$ cat config.mk
export PLATFORM = sky130hd
export DESIGN_NAME = xadc_drp_responder_flat
export DESIGN_NICKNAME = d
export VERILOG_FILES = /design/src/rtl/xadc_drp_responder_if.sv /design/src/rtl/xadc_drp_responder.sv /design/src/flat_wrapper.sv
export SDC_FILE = /design/constraint.sdc
export NUM_CORES = 2
export LEC_CHECK = 0
export CAP_MARGIN = 20
export CORE_MARGIN = 5
export CORE_UTILIZATION = 58
export DETAILED_ROUTE_END_ITERATION = 6
export PLACE_DENSITY = 0.76
export SYNTH_ARGS = -nofsm -noshare
export SYNTH_HDL_FRONTEND = slang
export SYNTH_SLANG_ARGS = --single-unit
$ cat constraint.sdc
create_clock -name clk_usb -period 4.7 [get_ports clk_usb]
set_clock_uncertainty 0.1 [all_clocks]
set_input_delay 0.705 -clock clk_usb [delete_from_list [all_inputs] [get_ports clk_usb]]
set_output_delay 0.705 -clock clk_usb [all_outputs]
set_load 0.05 [all_outputs]
$ cat src/rtl/xadc_drp_responder_if.sv
// DRP handshake bundle between a DRP initiator and the XADC stand-in responder.
interface xadc_drp_responder_if;
  logic        drp_den;
  logic        drp_dwe;
  logic [6:0]  drp_addr;
  logic [15:0] drp_din;
  logic [15:0] drp_dout;
  logic        drp_drdy;

  modport master (
    output drp_den, drp_dwe, drp_addr, drp_din,
    input  drp_dout, drp_drdy
  );

  modport slave (
    input  drp_den, drp_dwe, drp_addr, drp_din,
    output drp_dout, drp_drdy
  );
endinterface

$ cat src/rtl/xadc_drp_responder.sv
// XADC stand-in: answers DRP reads/writes after a fixed latency, holds a
// measurement/config register map and generates the XADC alarm outputs.
//
// state | meaning
// IDLE  | no transaction in flight; den accepted (also during the drdy cycle)
// BUSY  | transaction latched, latency counter running
module xadc_drp_responder #(
  parameter int unsigned pLATENCY  = 4,
  parameter logic [15:0] pMEAS_RST = 16'h0000
) (
  input  logic                clk_usb,
  input  logic                reset_i,
  xadc_drp_responder_if.slave drp,
  input  logic                meas_wr,
  input  logic [1:0]          meas_sel,
  input  logic [15:0]         meas_data,
  output logic                ot_out,
  output logic                user_temp_alarm_out,
  output logic                vccint_alarm_out,
  output logic                vccaux_alarm_out,
  output logic                vbram_alarm_out,
  output logic                proto_err
);

  localparam logic [0:0] ST_IDLE  = 1'b0;
  localparam logic [0:0] ST_BUSY  = 1'b1;
  localparam logic [3:0] CNT_LOAD = 4'(pLATENCY - 1);
  // With latency 1 the transaction completes on the den edge itself.
  localparam bit         LAT_ONE  = (pLATENCY == 1);

  // measurement index: 0 temp, 1 vccint, 2 vccaux, 3 vbram
  logic [15:0] meas_q [4];
  logic [15:0] meas_d [4];
  logic [15:0] cfg_q  [64];
  logic [15:0] cfg_d  [64];

  logic [0:0]  state_q, state_d;
  logic [3:0]  cnt_q, cnt_d;
  logic [6:0]  addr_q, addr_d;
  logic        dwe_q, dwe_d;
  logic [15:0] din_q, din_d;
  logic [15:0] dout_q, dout_d;
  logic        drdy_q, drdy_d;
  logic        proto_err_q, proto_err_d;
  logic        ot_q, ot_d;
  logic        utemp_q, utemp_d;
  logic        vccint_q, vccint_d;
  logic        vccaux_q, vccaux_d;
  logic        vbram_q, vbram_d;

  logic        start;
  logic        complete;
  logic [6:0]  txn_addr;
  logic        txn_dwe;
  logic [15:0] txn_din;
  logic [15:0] rd_data;

  function automatic logic [15:0] cfg_rst_val(input logic [5:0] idx);
    case (idx)
      6'h10:   cfg_rst_val = 16'hB5ED;
      6'h14:   cfg_rst_val = 16'hA93A;
      6'h13:   cfg_rst_val = 16'hCA30;
      6'h17:   cfg_rst_val = 16'hAE4E;
      6'h11:   cfg_rst_val = 16'h5999;
      6'h15:   cfg_rst_val = 16'h5111;
      6'h12:   cfg_rst_val = 16'hA147;
      6'h16:   cfg_rst_val = 16'h91EB;
      6'h18:   cfg_rst_val = 16'h5999;
      6'h1C:   cfg_rst_val = 16'h5111;
      default: cfg_rst_val = 16'h0000;
    endcase
  endfunction

  // Handshake FSM: accept, count down, complete with a one-cycle drdy.
  always_comb begin
    start    = (state_q == ST_IDLE) && drp.drp_den;
    complete = LAT_ONE ? start : ((state_q == ST_BUSY) && (cnt_q == 4'd1));
    txn_addr = LAT_ONE ? drp.drp_addr : addr_q;
    txn_dwe  = LAT_ONE ? drp.drp_dwe  : dwe_q;
    txn_din  = LAT_ONE ? drp.drp_din  : din_q;

    state_d     = state_q;
    cnt_d       = cnt_q;
    addr_d      = addr_q;
    dwe_d       = dwe_q;
    din_d       = din_q;
    drdy_d      = complete;
    proto_err_d = proto_err_q | (drp.drp_den && (state_q == ST_BUSY));

    if (state_q == ST_BUSY) begin
      cnt_d = cnt_q - 4'd1;
      if (complete) state_d = ST_IDLE;
    end

    if (start) begin
      addr_d  = drp.drp_addr;
      dwe_d   = drp.drp_dwe;
      din_d   = drp.drp_din;
      cnt_d   = CNT_LOAD;
      state_d = LAT_ONE ? ST_IDLE : ST_BUSY;
    end
  end

  // Register map read mux and the read/write/backdoor updates.
  always_comb begin
    rd_data = 16'h0000;
    if (txn_addr[6]) begin
      rd_data = cfg_q[txn_addr[5:0]];
    end else begin
      case (txn_addr[5:0])
        6'h00:   rd_data = meas_q[0];
        6'h01:   rd_data = meas_q[1];
        6'h02:   rd_data = meas_q[2];
        6'h06:   rd_data = meas_q[3];
        default: rd_data = 16'h0000;
      endcase
    end

    dout_d = dout_q;
    if (complete && !txn_dwe) dout_d = rd_data;

    meas_d = meas_q;
    if (meas_wr) meas_d[meas_sel] = meas_data;

    cfg_d = cfg_q;
    if (complete && txn_dwe && txn_addr[6]) cfg_d[txn_addr[5:0]] = txn_din;
  end

  // Alarm evaluation on bits [15:4]; temperature alarms have hysteresis.
  always_comb begin
    utemp_d = utemp_q;
    if (meas_q[0][15:4] > cfg_q[6'h10][15:4])      utemp_d = 1'b1;
    else if (meas_q[0][15:4] < cfg_q[6'h14][15:4]) utemp_d = 1'b0;

    ot_d = ot_q;
    if (meas_q[0][15:4] > cfg_q[6'h13][15:4])      ot_d = 1'b1;
    else if (meas_q[0][15:4] < cfg_q[6'h17][15:4]) ot_d = 1'b0;

    vccint_d = (meas_q[1][15:4] > cfg_q[6'h11][15:4]) | (meas_q[1][15:4] < cfg_q[6'h15][15:4]);
    vccaux_d = (meas_q[2][15:4] > cfg_q[6'h12][15:4]) | (meas_q[2][15:4] < cfg_q[6'h16][15:4]);
    vbram_d  = (meas_q[3][15:4] > cfg_q[6'h18][15:4]) | (meas_q[3][15:4] < cfg_q[6'h1C][15:4]);
  end

  // State registers with synchronous reset; reset also aborts any transaction.
  always_ff @(posedge clk_usb) begin
    if (reset_i) begin
      state_q     <= ST_IDLE;
      cnt_q       <= 4'd0;
      addr_q      <= 7'd0;
      dwe_q       <= 1'b0;
      din_q       <= 16'h0000;
      dout_q      <= 16'h0000;
      drdy_q      <= 1'b0;
      proto_err_q <= 1'b0;
      ot_q        <= 1'b0;
      utemp_q     <= 1'b0;
      vccint_q    <= 1'b0;
      vccaux_q    <= 1'b0;
      vbram_q     <= 1'b0;
      for (int i = 0; i < 4; i++)  meas_q[i] <= pMEAS_RST;
      for (int i = 0; i < 64; i++) cfg_q[i]  <= cfg_rst_val(6'(i));
    end else begin
      state_q     <= state_d;
      cnt_q       <= cnt_d;
      addr_q      <= addr_d;
      dwe_q       <= dwe_d;
      din_q       <= din_d;
      dout_q      <= dout_d;
      drdy_q      <= drdy_d;
      proto_err_q <= proto_err_d;
      ot_q        <= ot_d;
      utemp_q     <= utemp_d;
      vccint_q    <= vccint_d;
      vccaux_q    <= vccaux_d;
      vbram_q     <= vbram_d;
      meas_q      <= meas_d;
      cfg_q       <= cfg_d;
    end
  end

  assign drp.drp_dout         = dout_q;
  assign drp.drp_drdy         = drdy_q;
  assign proto_err            = proto_err_q;
  assign ot_out               = ot_q;
  assign user_temp_alarm_out  = utemp_q;
  assign vccint_alarm_out     = vccint_q;
  assign vccaux_alarm_out     = vccaux_q;
  assign vbram_alarm_out      = vbram_q;

endmodule
$ cat src/flat_wrapper.sv
// flat-port wrapper written by rule: the top's interface ports become plain ports
module xadc_drp_responder_flat 
#(
  parameter int unsigned pLATENCY  = 4,
  parameter logic [15:0] pMEAS_RST = 16'h0000
)
  (clk_usb, reset_i, meas_wr, meas_sel, meas_data, ot_out, user_temp_alarm_out, vccint_alarm_out, vccaux_alarm_out, vbram_alarm_out, proto_err, drp_drp_den, drp_drp_dwe, drp_drp_addr, drp_drp_din, drp_drp_dout, drp_drp_drdy);
  xadc_drp_responder_if drp_i ();
  input  logic clk_usb;
  input  logic reset_i;
  input  logic meas_wr;
  input  logic [1:0] meas_sel;
  input  logic [15:0] meas_data;
  output logic ot_out;
  output logic user_temp_alarm_out;
  output logic vccint_alarm_out;
  output logic vccaux_alarm_out;
  output logic vbram_alarm_out;
  output logic proto_err;
  input wire logic [$bits(drp_i.drp_den)-1:0] drp_drp_den;
  input wire logic [$bits(drp_i.drp_dwe)-1:0] drp_drp_dwe;
  input wire logic [$bits(drp_i.drp_addr)-1:0] drp_drp_addr;
  input wire logic [$bits(drp_i.drp_din)-1:0] drp_drp_din;
  output wire logic [$bits(drp_i.drp_dout)-1:0] drp_drp_dout;
  output wire logic [$bits(drp_i.drp_drdy)-1:0] drp_drp_drdy;
  assign drp_i.drp_den = drp_drp_den;
  assign drp_i.drp_dwe = drp_drp_dwe;
  assign drp_i.drp_addr = drp_drp_addr;
  assign drp_i.drp_din = drp_drp_din;
  assign drp_drp_dout = drp_i.drp_dout;
  assign drp_drp_drdy = drp_i.drp_drdy;
  xadc_drp_responder #(.pLATENCY(pLATENCY), .pMEAS_RST(pMEAS_RST)) u_core (.clk_usb(clk_usb), .reset_i(reset_i), .drp(drp_i), .meas_wr(meas_wr), .meas_sel(meas_sel), .meas_data(meas_data), .ot_out(ot_out), .user_temp_alarm_out(user_temp_alarm_out), .vccint_alarm_out(vccint_alarm_out), .vccaux_alarm_out(vccaux_alarm_out), .vbram_alarm_out(vbram_alarm_out), .proto_err(proto_err));
endmodule
==> results.md <==
* Status: finished, violations left
* Violated checks: design-rule violations, negative setup slack
* Syn. warnings at 0
* CTS root buf: clkbuf_16
* CTS tree: done
* Post-route cell area at 56850 um2
* Worst Setup Start Kind: flop
* Worst setup path category: flop to flop
* Setup Buffers After CTS at 0
* Pwr/cell area at 374.6 nW/um2
* Syn Area/Cell at 7.754 um2
* Total design power at 0.02130 W
* Seq/Total Area, Yosys at 44.30%
* Nets at 6605
* Total number of vias at 50765
* Overflow after GRT at 0
* Number of global-route vias before repair at 46305
* Worst setup margin at -0.07228 ns
* Met2 global-route usage at 60.27%
* Met3 Resource Use GR at 13.26%
* Synth Flop Type: dfxtp_1
* Asr flop ratio synth at 0%
* DRC Markers at 24
* Via/cell ratio at 6.580
* # rows at 109
* Worst Tran Pin Value at 1.278 ns
* # hold bufs at CTS at 0
* GP Congestion at 1.025
* Routed len/inst at 27.06 um
* Mapped Area at 51510 um2
* RSZ-0062 raised after global routing: no
* Final setup fails at 1
* Post_cts resized at 0
* Crit-path max FO at 45
* DRT Wirelength at 208800 um
* Initial core utilization at 58.38%
* Placed Area at 52730 um2
* Top Ports at 69
* Place WS at 0.4943 ns
* Routed Antenna Nets at 0
* Hold Path Class: flop to flop
* Die Span X at 308.0 um
* CP required at 5.19 ns
* Top cell type's share of synthesized area at 44.30%
* Port bufs at 68
* Mapped Cells at 6644
* Post-synthesis cell type count at 80
* GRT Max-Usage Layer: met2
* CTS Buffer Depth at 3
* DR iter-0 viols at 8562
* Clk_lat worst skew at 0.74 ns
* DRT Pass-1 Iters at 7
* Core ar. at 88240 um2
* Relative slew slack at 14.82%
* Reg clk slew, reported paths at 0.07 ns
* Total Die Area at 94880 um2
* Post-synth top area cell: dfxtp_1
* FF+latch count, synth at 1140
* Tmin final at 4.772 ns
* Met1 usage at 55.33%
* Syn Nets at 6807
* Static leakage power at 19.21 nW
* Layout cells sized above 1 at 8.467%
* Worst Path Arrival at 5.26 ns
* Synth cell count leaders: nand2_1 (2247), a21oi_1 (1140), dfxtp_1 (1140), clkbuf_1 (343), nor2_1 (226)
* R2R Setup Slk at -0.07 ns
* Crit share post-route at 101.5%
* Slew Limit Fails at 0
* Max VDD drop at 0.0003324 V
* Area delta synth->final at 10.37%
* Final Hold Viols at 0
* Initial antenna violation count at 10
* Crit. End Element: flop
* EDFF count, synth at 0
* CTS Buf Count at 116
* Tot GR Track Use at 41.91%
* DP HPWL at 133000 um
* Count leader, synth: nand2_1
* Largest net degree at the start of global routing at 120
* Max frequency at 0.2095 GHz
* # clock sinks at 1140
* Synth top area cells: dfxtp_1 (44%), nand2_1 (16%), a21oi_1 (11%)
* Global-route wire length before repair at 302700 um
* Max-cap violations at 0
* # H-tree levels at 3
* Die Y at 308.0 um
==> cell type report <==
type / instances / area, um2
inverters: 120 / 450.4
flip-flops and latches: 1140 / 22860
repair buffers: 245 / 2243
diodes: 7 / 17.52
clock buffers: 166 / 3351
clock inverters: 53 / 716.9
well taps: 1165 / 1458
multi-input cells: 4819 / 25760
fillers: 7561 / 31380
==> metrics by stage <==
step / setup TNS, ns / hold slack [ns] / cells / utilization (%)
2_1_floorplan: 0 / 0.3322 / 6644 / -
3_3_place_gp: 0 / 0.3380 / 7485 / 59.74
3_5_place_dp: 0 / 0.3433 / 7486 / 59.76
4_1_cts: 0 / 0.3516 / 7705 / 64.37
5_1_grt: 0 / 0.3650 / 7709 / 64.42
6_report: -0.07228 / 0.3529 / 7715 / 64.43
==> final timing paths <==
| check | start | endpoint | cells past startpoint |
|---|---|---|---|
| setup / recovery | u_core.addr_q[2] | u_core.drp.drp_dout[10] | 7 |
| hold reg to reg | u_core.cfg_q[1] | u_core.cfg_q[1] | 2 |
| setup reg to reg | u_core.addr_q[2] | u_core.drp.drp_dout[10] | 7 |
| hold / removal | u_core.cfg_q[1] | u_core.cfg_q[1] | 2 |
==> metal layers <==
layer / vias to the layer above / share of wire, %
li1: 22230 / -
met1: 23816 / 37
met2: 3816 / 41
met3: 895 / 15
met4: 8 / 7.4
met5: - / 0.061
==> cell families after synthesis <==
family | share of synthesized area [%]
flip-flops | 44.30
XOR/XNOR | 0.03401
AO/OA/AOI/OAI | 21.24
AND/OR/NAND/NOR | 20.37
buffers and inverters | 5.875
adder cells (fa/ha/maj) | 2.842
multiplexers | 5.334
==> power by group <==
group	internal, W	total [W]	switching, W
combinational	0.000398	0.00153	0.00113
clock	0.00574	0.00988	0.00414
sequential	0.00970	0.00989	0.000184
==> cell usage in the layout, fill, tap and decap left out, drive strengths merged, types with 8 or more instances in the layout <==
master / instances
nand2: 2261
a21oi: 1140
dfxtp: 1140
nor2: 254
buf: 178
a221oi: 176
clkbuf: 166
mux2i: 144
inv: 125
ha: 117
o21ai: 109
a22oi: 92
clkdlybuf4s50: 67
mux2: 63
o22ai: 53
a211o: 50
a22o: 35
a21o: 33
nand3b: 28
mux4: 26
clkinv: 26
o221ai: 21
a221o: 21
nor2b: 19
nand4: 17
a211oi: 15
nand2b: 14
bufinv: 14
o21a: 10
nor3: 10
nand3: 9
a222oi: 8
clkinvlp: 8
==> flip-flops by register name, summed over array words and instances (netlist names) <==
| signal | flops |
|---|---|
| u_core.state_q | 1 |
| u_core.addr_q | 7 |
| u_core.drp.drp_dout | 16 |
| u_core.drp.drp_drdy | 1 |
| u_core.proto_err | 1 |
| u_core.cnt_q | 4 |
| u_core.vccaux_alarm_out | 1 |
| u_core.ot_out | 1 |
| u_core.dwe_q | 1 |
| u_core.din_q | 16 |
| u_core.cfg_q | 1024 |
| u_core.meas_q | 64 |
| u_core.vccint_alarm_out | 1 |
| u_core.vbram_alarm_out | 1 |
| u_core.user_temp_alarm_out | 1 |
==> worst max-delay path, stage by stage, from the launching register on <==
cell and delay [ns]:
dfxtp_4 0.95, inv_2 0.47, nand2_2 0.78, o22ai_1 0.32
o21ai_0 0.95, o21ai_0 0.22, o41ai_1 0.61, a211oi_1 0.15
No activity file was read; power rests on OpenSTA's default activity.
